`src/rtl/swo_rx_pkg.sv`:
```
// Shared types and constants for the SWO NRZ (UART) receiver.
package swo_rx_pkg;

    typedef enum logic [2:0] {
        IDLE,
        START,
        DATA,
        STOP,
        BREAK
    } rx_state_e;

    localparam int MIN_DIV = 3;
    localparam int BYTE_W  = 8;

endpackage

```
`src/rtl/swo_bit_timer.sv`:
```
// Bit-period down-counter: load takes priority, expiry while the count sits at 0.
module swo_bit_timer #(
    parameter int pDIV_WIDTH = 12
) (
    input  logic                  trace_clk,
    input  logic                  reset,
    input  logic                  load,
    input  logic [pDIV_WIDTH-1:0] load_val,
    output logic                  expired
);

    logic [pDIV_WIDTH-1:0] cnt;

    always_ff @(posedge trace_clk) begin
        if (reset)
            cnt <= '0;
        else if (load)
            cnt <= load_val;
        else if (cnt != '0)
            cnt <= cnt - 1'b1;
    end

    assign expired = (cnt == '0);

endmodule

```
`src/rtl/swo_uart_rx.sv`:
```
// SWO NRZ receiver: recovers LSB-first 8N1 bytes at a runtime bit-period divider.
// Optional SWO_RX_STATS_EN adds saturating byte / error counters.
module swo_uart_rx
    import swo_rx_pkg::*;
#(
    parameter int pDIV_WIDTH = 12
) (
    input  logic                  trace_clk,
    input  logic                  reset,
    input  logic                  swo,
    input  logic                  I_enable,
    input  logic [pDIV_WIDTH-1:0] I_swo_bitrate_div,
    output logic [7:0]            O_data,
    output logic                  O_data_valid,
    output logic                  O_framing_error,
    output logic                  O_rx_active
`ifdef SWO_RX_STATS_EN
    ,
    output logic [15:0]           O_byte_count,
    output logic [15:0]           O_error_count
`endif
);

    rx_state_e             state;
    logic                  swo_m, swo_s, swo_p;
    logic                  fall;
    logic [pDIV_WIDTH-1:0] div_eff, div_l;
    logic [BYTE_W-1:0]     shreg;
    logic [2:0]            bitcnt;
    logic                  tmr_load, tmr_exp;
    logic [pDIV_WIDTH-1:0] tmr_val;

    // Line idles high, so the synchronizer resets to 1 to avoid a phantom start edge.
    always_ff @(posedge trace_clk) begin
        if (reset) begin
            swo_m <= 1'b1;
            swo_s <= 1'b1;
            swo_p <= 1'b1;
        end else begin
            swo_m <= swo;
            swo_s <= swo_m;
            swo_p <= swo_s;
        end
    end

    assign fall    = swo_p & ~swo_s;
    assign div_eff = (I_swo_bitrate_div < pDIV_WIDTH'(MIN_DIV)) ? pDIV_WIDTH'(MIN_DIV)
                                                                 : I_swo_bitrate_div;

    always_comb begin
        tmr_load = 1'b0;
        tmr_val  = div_l;
        if (I_enable) begin
            case (state)
                IDLE: if (fall) begin
                    tmr_load = 1'b1;
                    tmr_val  = div_eff >> 1;
                end
                START, DATA: tmr_load = tmr_exp;
                default: ;
            endcase
        end
    end

    swo_bit_timer #(.pDIV_WIDTH(pDIV_WIDTH)) u_timer (
        .trace_clk (trace_clk),
        .reset     (reset),
        .load      (tmr_load),
        .load_val  (tmr_val),
        .expired   (tmr_exp)
    );

    always_ff @(posedge trace_clk) begin
        if (reset) begin
            state           <= IDLE;
            div_l           <= pDIV_WIDTH'(MIN_DIV);
            shreg           <= '0;
            bitcnt          <= '0;
            O_data          <= 8'h00;
            O_data_valid    <= 1'b0;
            O_framing_error <= 1'b0;
        end else begin
            O_data_valid    <= 1'b0;
            O_framing_error <= 1'b0;
            if (!I_enable) begin
                state <= IDLE;
            end else begin
                case (state)
                    IDLE: if (fall) begin
                        state <= START;
                        div_l <= div_eff;
                    end
                    START: if (tmr_exp) begin
                        bitcnt <= '0;
                        state  <= swo_s ? IDLE : DATA;
                    end
                    DATA: if (tmr_exp) begin
                        shreg  <= {swo_s, shreg[BYTE_W-1:1]};
                        bitcnt <= bitcnt + 3'd1;
                        if (bitcnt == 3'(BYTE_W - 1))
                            state <= STOP;
                    end
                    STOP: if (tmr_exp) begin
                        if (swo_s) begin
                            O_data       <= shreg;
                            O_data_valid <= 1'b1;
                            state        <= IDLE;
                        end else begin
                            O_framing_error <= 1'b1;
                            state           <= BREAK;
                        end
                    end
                    BREAK: if (swo_s) state <= IDLE;
                    default: state <= IDLE;
                endcase
            end
        end
    end

    assign O_rx_active = (state != IDLE);

`ifdef SWO_RX_STATS_EN
    logic false_start;
    assign false_start = I_enable && (state == START) && tmr_exp && swo_s;

    always_ff @(posedge trace_clk) begin
        if (reset) begin
            O_byte_count  <= 16'h0000;
            O_error_count <= 16'h0000;
        end else begin
            if (O_data_valid && O_byte_count != 16'hFFFF)
                O_byte_count <= O_byte_count + 16'd1;
            if ((O_framing_error || false_start) && O_error_count != 16'hFFFF)
                O_error_count <= O_error_count + 16'd1;
        end
    end
`endif

endmodule
```
`config.mk`:
```
export PLATFORM = sky130hd
export DESIGN_NAME = swo_uart_rx
export DESIGN_NICKNAME = d
export VERILOG_FILES = /design/src/rtl/swo_rx_pkg.sv /design/src/rtl/swo_bit_timer.sv /design/src/rtl/swo_uart_rx.sv
export SDC_FILE = /design/constraint.sdc
export NUM_CORES = 1
export LEC_CHECK = 0
export ABC_AREA = 0
export BUFFER_PORTS_ARGS = -buffer_cell sky130_fd_sc_hd__buf_2
export CAP_MARGIN = 20
export CORE_MARGIN = 2
export CORE_UTILIZATION = 45
export CTS_CLUSTER_SIZE = 24
export DETAILED_ROUTE_END_ITERATION = 10
export GPL_ROUTABILITY_DRIVEN = 1
export PLACE_DENSITY_LB_ADDON = 0.05
export SKIP_CTS_REPAIR_TIMING = 1
export SYNTH_ARGS = -nofsm -noshare
export SYNTH_HDL_FRONTEND = slang
export SYNTH_HIERARCHICAL = 1
export SYNTH_SLANG_ARGS = --single-unit
```
`constraint.sdc`:
```
create_clock -name trace_clk -period 3.7 [get_ports trace_clk]
set_clock_uncertainty 0.1 [all_clocks]
set_input_delay 0.74 -clock trace_clk [delete_from_list [all_inputs] [get_ports trace_clk]]
set_output_delay 0.74 -clock trace_clk [all_outputs]
set_load 0.01 [all_outputs]
```
==> results.json, run 1 <==
{
  "hpwl_um": 3880,
  "synth-seq-cells": 51,
  "cts_max_path_buffers": 2,
  "min_period_ns": 2.83,
  "finalNetCount": 333,
  "slew_violations": 0,
  "area_growth_pct": 11.4,
  "rsz0062_at_grt": "false",
  "cts-buffers-inserted": 5,
  "die-area_um2": 5980,
  "die_w_um": 77.4,
  "syn_nets": 314,
  "wl_per_cell_um": 14.2,
  "rows": 26,
  "post-route-cell-area_um2": 2700,
  "power.switching_w": 0.000505,
  "grt_max_degree": 41,
  "min_path_type": "reg2reg",
  "antenna_cells": 0,
  "grt_pass1_wl_um": 9670,
  "finalSetupViolCount": 0,
  "relSlewSlack_pct": 46.8,
  "drive_above_1_share_pct": 17.2,
  "clock_sinks": 51,
  "finalCritPeriodShare_pct": 76.4,
  "p_int_w": 0.00104,
  "synth_area_um2": 2420,
  "cp_num_buf_inv": 4,
  "worstReg2RegStart": "u_timer/cnt[0]",
  "p_leak_nw": 1.05,
  "cts-root-buf": "clkbuf_8",
  "min_path_cells": 1,
  "crit_path_cell_trace": "inv_1 > ha_1 > nor3b_1 > nand3_1 > inv_1 > nand3b_1 > o21ai_1 > buf_4 > inv_1 > a211oi_1",
  "p_comb_share_pct": 30.2,
  "layout_setup_ws_ns": 0.872,
  "switching_share_pct": 32.7,
  "h-tree-depth": 2,
  "reg2regPathDepth": 10,
  "worst_setup_path_start_kind": "register",
  "setup_tns_ns": 0,
  "cp-end-kind": "register",
  "min_from": "swo_m",
  "criticalPathCategory": "reg2reg",
  "synth-edff-count": 0,
  "crit_top_cell": "inv_1",
  "arrival_ns": 2.94,
  "hold_violations": 0,
  "regToRegSetupSlack_ns": 0.87,
  "viasPerCell": 5.60,
  "routed_wl_um": 5450,
  "die_h_um": 77.4,
  "dr_total_vias": 2150,
  "cpPeakStageDelay_ns": 0.46,
  "synthTopCellsByArea": "dfxtp_1 (42%), a21oi_1 (7.9%), nand3_1 (6.8%), o21ai_0 (5.4%), nand2_1 (2.8%)",
  "cts_tree": "done",
  "drc": 0,
  "post_dp_cell_area_um2": 2580,
  "antenna_found_initial": 0,
  "ys_seq_area_share_pct": 42.2,
  "crit_required_ns": 3.82,
  "powerDensity_nw_per_um2": 572,
  "core_um2": 5140,
  "synth_common_cells": "dfxtp_1 (51), a21oi_1 (38), nand3_1 (33)",
  "critPathTopFamily": "simple AND/OR/NAND/NOR gates",
  "dpl_worst_slack_ns": 0.879,
  "gp_congestion": 0.796,
  "gr-total-overflow": 0,
  "cap_violations": 0,
  "synth_flop_cell": "dfxtp_1",
  "cp_max_fo": 19,
  "io_buffers": 26,
  "synth_async_sr_flop_share_pct": 0,
  "fmax_ghz": 0.354,
  "synth_top_area_share_pct": 42.2,
  "synth_largest_area_cell": "dfxtp_1",
  "status": "finished, final reports clean",
  "critPathSlowestCell": "nor3b_1",
  "finish.utilization_pct": 52.5,
  "firstDrtPassIters": 4,
  "grt_pass1_vias": 2101,
  "r2r-end": "u_timer/cnt[10]",
  "ant_nets": 0,
  "ioPinCount": 27,
  "holdPathEnd": "swo_s",
  "avgSynthCellArea_um2": 8.23,
  "drt_iter0_drc": 92,
  "tightest_slew_ns": 0.798,
  "ys_warn_count": 6,
  "p_clk_share_pct": 26.0,
  "cts.clk_slew.worst_paths_ns": 0.09,
  "grt_util_all_layers_pct": 19.8,
  "start_util_pct": 47.1,
  "p_seq_share_pct": 43.8,
  "ir_drop_uv": 198,
  "yosysUniqueCellTypes": 43,
  "synth_cells": 294,
  "clkLatencyLatePin_ns": 0.30,
  "synth_most_common_cell": "dfxtp_1"
}
sequential cells by signal, indices dropped and copies added (netlist names), 3 cells and up:
signal,count
O_data,8
bitcnt,3
div_l,12
shreg,8
state,3
u_timer/cnt,12
routing by layer:
| metal | global-route usage (%) | vias to the layer above | wire, um |
|---|---|---|---|
| met3 | 3.60 | 12 | 125 |
| met2 | 34.8 | 24 | 2660 |
| li1 | - | 1097 | - |
| met4 | 6.96 | 0 | 99 |
| met5 | 0 | - | 0 |
| met1 | 24.3 | 1017 | 2570 |
cells in the final DEF (no fill, tap or decap), types with 4 or more instances in the layout:
cell type and instances:
nor4_1 6, inv_1 15, dfxtp_1 51, nor2_1 14, buf_2 26, o21ai_0 25, nand3_1 33, nand3b_1 4
clkbuf_8 6, mux2i_1 6, ha_1 4, buf_4 4, o21ai_2 7, a21oi_1 38, a211oi_1 4, nor3_1 11
nand2_1 18
worst max path at each step:
| stage | to | from | depth (start not counted) | slack [ns] |
|---|---|---|---|---|
| 6_report | u_timer/cnt[10] | u_timer/cnt[0] | 10 | 0.87 |
| 5_1_grt | u_timer/cnt[6] | u_timer/cnt[0] | 10 | 0.51 |
| 4_1_cts | u_timer/cnt[10] | u_timer/cnt[0] | 10 | 0.85 |
| 3_5_place_dp | u_timer/cnt[10] | u_timer/cnt[0] | 10 | 0.88 |
| 3_3_place_gp | u_timer/cnt[10] | u_timer/cnt[0] | 10 | 0.93 |
| 2_1_floorplan | u_timer/cnt[9] | u_timer/cnt[0] | 11 | 1.01 |
cell type report:
cell class | count | area, um^2
Multi-Input combinational cell | 210 | 1250
Tap cell | 70 | 87.6
Fill cell | 539 | 2440
Clock buffer | 6 | 82.6
Clock inverter | 2 | 35.0
Sequential cell | 51 | 1020
Inverter | 15 | 56.3
Timing Repair Buffer | 30 | 160
stage by stage:
step | instances | hold slack (ns) | total power, W
floorplan | 294 | 0.289 | 0.00105
global placement | 376 | 0.306 | 0.00116
detailed placement | 376 | 0.314 | 0.00116
CTS | 384 | 0.340 | 0.00156
global route | 384 | 0.346 | 0.00165
finish | 384 | 0.329 | 0.00154
power by group through the flow:
stage	clock [W]	combinational [W]	sequential (W)
floorplan	0	0.000385	0.000668
finish	0.000401	0.000466	0.000677
global route	0.000434	0.000531	0.000688
global placement	0	0.000467	0.000689
detailed placement	0	0.000469	0.000688
CTS	0.000416	0.000470	0.000676
cell families after synthesis:
kind of cell    Yosys count  synth area share, %
flops                    51                 42.2
buf+inv                  33                 6.05
simple gates            110                 24.9
xor+xnor                  1                0.362
mux                       6                 2.48
fa+ha+maj                 4                 2.07
compound gates           89                 22.0
(Power assumes the default switching activity.)
==> inputs of run 2 (changes only) <==
- clock period: 3.7 -> 2.26 ns (I/O delays scaled with it)
==> run 2 against run 1 <==
Net effect: power up 84%; critical path depth is 1 higher; largest cell class unchanged; design area is 6.8% higher; worst setup slack worse by 0.75 ns; wire length rose by 6.1%; via count grew 2.7%; hold slack lost 0.11 ns; non-clock buffer count is 18 higher; sequential power rose by 65%; clock power is 89% higher; die area stayed put.
==> results.json, run 2 (synthesis gave the netlist of run 1 again) <==
{
  "status": "finished, final reports clean",
  "grt_pass1_wl_um": 9780,
  "hold_violations": 0,
  "multiInputGateArea_um2": 1280,
  "h-tree-depth": 2,
  "firstDrtPassIters": 4,
  "routed_wl_um": 5780,
  "criticalPathCategory": "reg2reg",
  "reg2regPathDepth": 11,
  "min_period_ns": 2.14,
  "dr_total_vias": 2207,
  "drt_iter0_drc": 157,
  "antenna_cells": 0,
  "cts.clk_slew.worst_paths_ns": 0.10,
  "fmax_ghz": 0.467,
  "cts_tree": "done",
  "final_cells": 402,
  "core_um2": 5140,
  "rows": 26,
  "die-area_um2": 5980,
  "ir_drop_uv": 441,
  "powerDensity_nw_per_um2": 985,
  "cts-buffers-inserted": 5,
  "p_leak_nw": 1.14,
  "area_growth_pct": 19.0,
  "min_path_type": "in2reg",
  "finalNetCount": 351,
  "slew_violations": 0,
  "tightest_slew_ns": 0.769,
  "final_common_cell": "dfxtp_1",
  "cp_max_fo": 8,
  "worst_setup_path_start_kind": "register",
  "cts-root-buf": "clkbuf_8",
  "gr-total-overflow": 0,
  "clkLatencyLatePin_ns": 0.30,
  "final-seq-area_um2": 1020,
  "ant_nets": 0,
  "relSlewSlack_pct": 48.8,
  "arrival_ns": 2.25,
  "final_cell_mix": "dfxtp_1 (50), a21oi_1 (38), nand3_1 (32)",
  "drc": 0,
  "io_buffers": 26,
  "die_h_um": 77.4,
  "cpPeakStageDelay_ns": 0.35,
  "grt_max_degree": 44,
  "crit_required_ns": 2.37,
  "hpwl_um": 4010,
  "grt_util_all_layers_pct": 20.1,
  "finalCritPeriodShare_pct": 94.6,
  "fill_cells": 507,
  "viasPerCell": 5.49,
  "dpl_worst_slack_ns": 0.0363,
  "cap_violations": 0,
  "finalSetupViolCount": 0,
  "gp_congestion": 0.867,
  "drive_above_1_share_pct": 24.4,
  "critPathSlowestCell": "dfxtp_2",
  "antenna_found_initial": 0,
  "crit_top_cell": "inv_2",
  "clock_sinks": 51,
  "die_w_um": 77.4,
  "ioPinCount": 27,
  "reg_top3": "div_l x12, u_timer/cnt x12",
  "crit_path_cell_trace": "inv_2 > ha_2 > nor3b_4 > nand3_2 > inv_2 > nand3b_1 > o21ai_2 > buf_6 > buf_4 > a21oi_1 > a221oi_1",
  "dp_cells": 390,
  "min_path_cells": 2,
  "wl_per_cell_um": 14.4,
  "cts_max_path_buffers": 2,
  "cp-end-kind": "register",
  "setup_tns_ns": 0,
  "layout_setup_ws_ns": 0.121,
  "grt_pass1_vias": 2018,
  "start_util_pct": 47.1
}
==> run 2: cell types whose count changed in the layout (fill, tap and decap cells not counted), sizes merged <==
cell,delta
clkinvlp,+1
clkbuf,-1
bufinv,+1
clkinv,-1
buf,+18
==> run 2: power by group <==
group          internal (W)  switching (W)  total [W]
Clock              0.000442       0.000314   0.000756
Sequential          0.00100       0.000114    0.00112
Combinational      0.000471       0.000493   0.000963
Total               0.00192       0.000921    0.00284
==> run 2: layer usage <==
layer / routed length, um / vias up / GRT usage (%)
li1: - / 1141 / -
met2: 2570 / 38 / 30.0
met3: 185 / 4 / 3.26
met5: 0 / - / 0
met1: 3000 / 1024 / 30.2
met4: 29 / 0 / 5.36
==> run 2: metrics by stage <==
step | instance area (um^2) | power, W | utilization [%] | hold slack, ns
final | 2880 | 0.00284 | 56.0 | 0.223
after global routing | 2880 | 0.00302 | 56.0 | 0.216
after CTS | 2840 | 0.00282 | 55.2 | 0.220
after detailed placement | 2700 | 0.00206 | 52.5 | 0.295
after global placement | 2700 | 0.00205 | 52.5 | 0.305
after floorplan | 2440 | 0.00176 | - | 0.289
==> run 2: cell type report <==
type                       instances  share of cell area, %
clock buffer                       5                   2.39
inverter                          15                   1.95
sequential                        51                   35.5
tap                               70                   3.04
clock inverter                     3                   2.35
timing repair buffer              48                   10.4
multi-input combinational        210                   44.4
==> run 2: worst max-delay path, delay by kind of cell, from the launching register on <==
kind	cells	cell delay [ns]
simple gates	3	0.49
compound gates	3	0.50
flops	1	0.35
fa+ha+maj	1	0.17
buf+inv	4	0.42
==> run 2: worst paths after layout <==
check                 startpoint        endpoint  slack [ns]
setup / recovery  u_timer/cnt[0]  u_timer/cnt[3]        0.12
hold / removal               swo           swo_m        0.22
setup reg to reg  u_timer/cnt[0]  u_timer/cnt[3]        0.12
hold reg to reg            swo_m           swo_s        0.32
==> inputs of run 3 (changes only) <==
- PLACE_DENSITY_LB_ADDON: 0.05 -> 0.12
- RECOVER_POWER: not set -> 50
- clock period: 2.26 -> 2.65 ns (I/O delays scaled with it)
==> run 3 against run 2 <==
Net effect: global-route usage shrank 0.77 points; first-iteration DRC count shrank 40%; clock power shrank 44%; fmax shrank 7.5%; hold slack gained 0.092 ns; critical path type unchanged; largest cell class unchanged.
==> results.json, run 3 (synthesis gave the netlist of run 1 again) <==
{
  "finalCritPeriodShare_pct": 87.3,
  "slew_violations": 0,
  "min_period_ns": 2.31,
  "core_um2": 5140,
  "powerDensity_nw_per_um2": 794,
  "min_path_type": "in2reg",
  "final-seq-area_um2": 1020,
  "tightest_slew_ns": 0.637,
  "crit_required_ns": 2.71,
  "antenna_found_initial": 0,
  "grt_util_all_layers_pct": 19.4,
  "min_path_cells": 2,
  "reg_top3": "div_l x12, u_timer/cnt x12",
  "relSlewSlack_pct": 57.5,
  "grt_pass1_wl_um": 9560,
  "multiInputGateArea_um2": 1230,
  "grt_max_degree": 36,
  "worst_setup_path_start_kind": "register",
  "cts-root-buf": "clkbuf_8",
  "cts-buffers-inserted": 5,
  "dr_total_vias": 2165,
  "ir_drop_uv": 430,
  "cap_violations": 0,
  "finish.utilization_pct": 51.7,
  "finalNetCount": 337,
  "post-route-cell-area_um2": 2660,
  "reg2regPathDepth": 11,
  "grt_use_met2_pct": 28.5,
  "antenna_cells": 0,
  "clock_sinks": 51,
  "rsz0062_at_grt": "false",
  "gr-total-overflow": 0,
  "cts_max_path_buffers": 2,
  "final_cell_mix": "dfxtp_1 (51), a21oi_1 (38), nand3_1 (33)",
  "hold_violations": 0,
  "min_from": "swo",
  "regToRegSetupSlack_ns": 0.34,
  "hpwl_um": 3870,
  "criticalPathCategory": "reg2reg",
  "ioPinCount": 27,
  "fmax_ghz": 0.432,
  "fill_cells": 555,
  "routed_wl_um": 5520,
  "die-area_um2": 5980,
  "finalSetupViolCount": 0,
  "viasPerCell": 5.58,
  "total_power_w": 0.00211,
  "use_met1_pct": 28.3,
  "p_leak_nw": 0.997,
  "wl_per_cell_um": 14.2,
  "start_util_pct": 47.1,
  "holdPathEnd": "swo_m",
  "clkLatencyLatePin_ns": 0.30,
  "setup_tns_ns": 0,
  "grt_busiest_layer": "met2",
  "rows": 26,
  "firstDrtPassIters": 4,
  "status": "finished, final reports clean",
  "ant_nets": 0,
  "grtUsageMet3_pct": 4.19,
  "worstReg2RegStart": "u_timer/cnt[0]",
  "post_dp_cell_area_um2": 2610,
  "die_w_um": 77.4,
  "die_h_um": 77.4,
  "h-tree-depth": 2,
  "cp-end-kind": "register",
  "gp_congestion": 0.895,
  "cts_tree": "done",
  "drc": 0,
  "grt_pass1_vias": 1994,
  "cp_max_fo": 19,
  "drive_above_1_share_pct": 12.3,
  "arrival_ns": 2.38,
  "io_buffers": 26,
  "drt_iter0_drc": 94,
  "area_growth_pct": 9.77,
  "cts.clk_slew.worst_paths_ns": 0.09,
  "r2r-end": "u_timer/cnt[6]",
  "final_common_cell": "dfxtp_1"
}
run 3: layout make-up:
type,count,area share (%)
multi-input cells,210,46.5
repair buffers,34,6.64
well taps,70,3.30
inverters,15,2.12
flip-flops and latches,51,38.4
clock inverters,1,0.188
clock buffers,7,2.87
run 3: worst max path at each step:
| stage | cells after the start | slack [ns] | end | from |
|---|---|---|---|---|
| after floorplan | 11 | 0.13 | u_timer/cnt[9] | u_timer/cnt[0] |
| after global placement | 11 | 0.37 | u_timer/cnt[6] | u_timer/cnt[0] |
| after detailed placement | 11 | 0.27 | u_timer/cnt[6] | u_timer/cnt[0] |
| after CTS | 11 | 0.25 | u_timer/cnt[6] | u_timer/cnt[0] |
| after global routing | 11 | 0.07 | u_timer/cnt[6] | u_timer/cnt[0] |
| final | 11 | 0.34 | u_timer/cnt[6] | u_timer/cnt[0] |
run 3: metrics by stage:
stage	setup slack, ns	cells	hold WS (ns)
2_1_floorplan	0.128	294	0.289
3_3_place_gp	0.367	380	0.307
3_5_place_dp	0.265	380	0.305
4_1_cts	0.249	388	0.308
5_1_grt	0.0687	388	0.310
6_report	0.337	388	0.316
run 3: worst max-delay path, stage by stage (launching register included):
cell      delay (ns)
dfxtp_1         0.33
inv_1           0.10
ha_1            0.18
nor3b_4         0.27
nand3_1         0.18
inv_2           0.15
nand3b_1        0.13
o21ai_1         0.13
buf_4           0.24
inv_1           0.15
nor2_1          0.15
a311oi_1        0.06
run 3: layer usage:
metal | wire length, um | up-vias
li1 | - | 1105
met2 | 2380 | 36
met3 | 183 | 4
met1 | 2920 | 1020
met5 | 0 | -
met4 | 45 | 0
run 3: power breakdown:
part           leakage (nW)  switching, W  internal (W)
combinational         0.541      0.000393      0.000348
sequential            0.414     0.0000928      0.000853
clock                0.0422      0.000239      0.000186
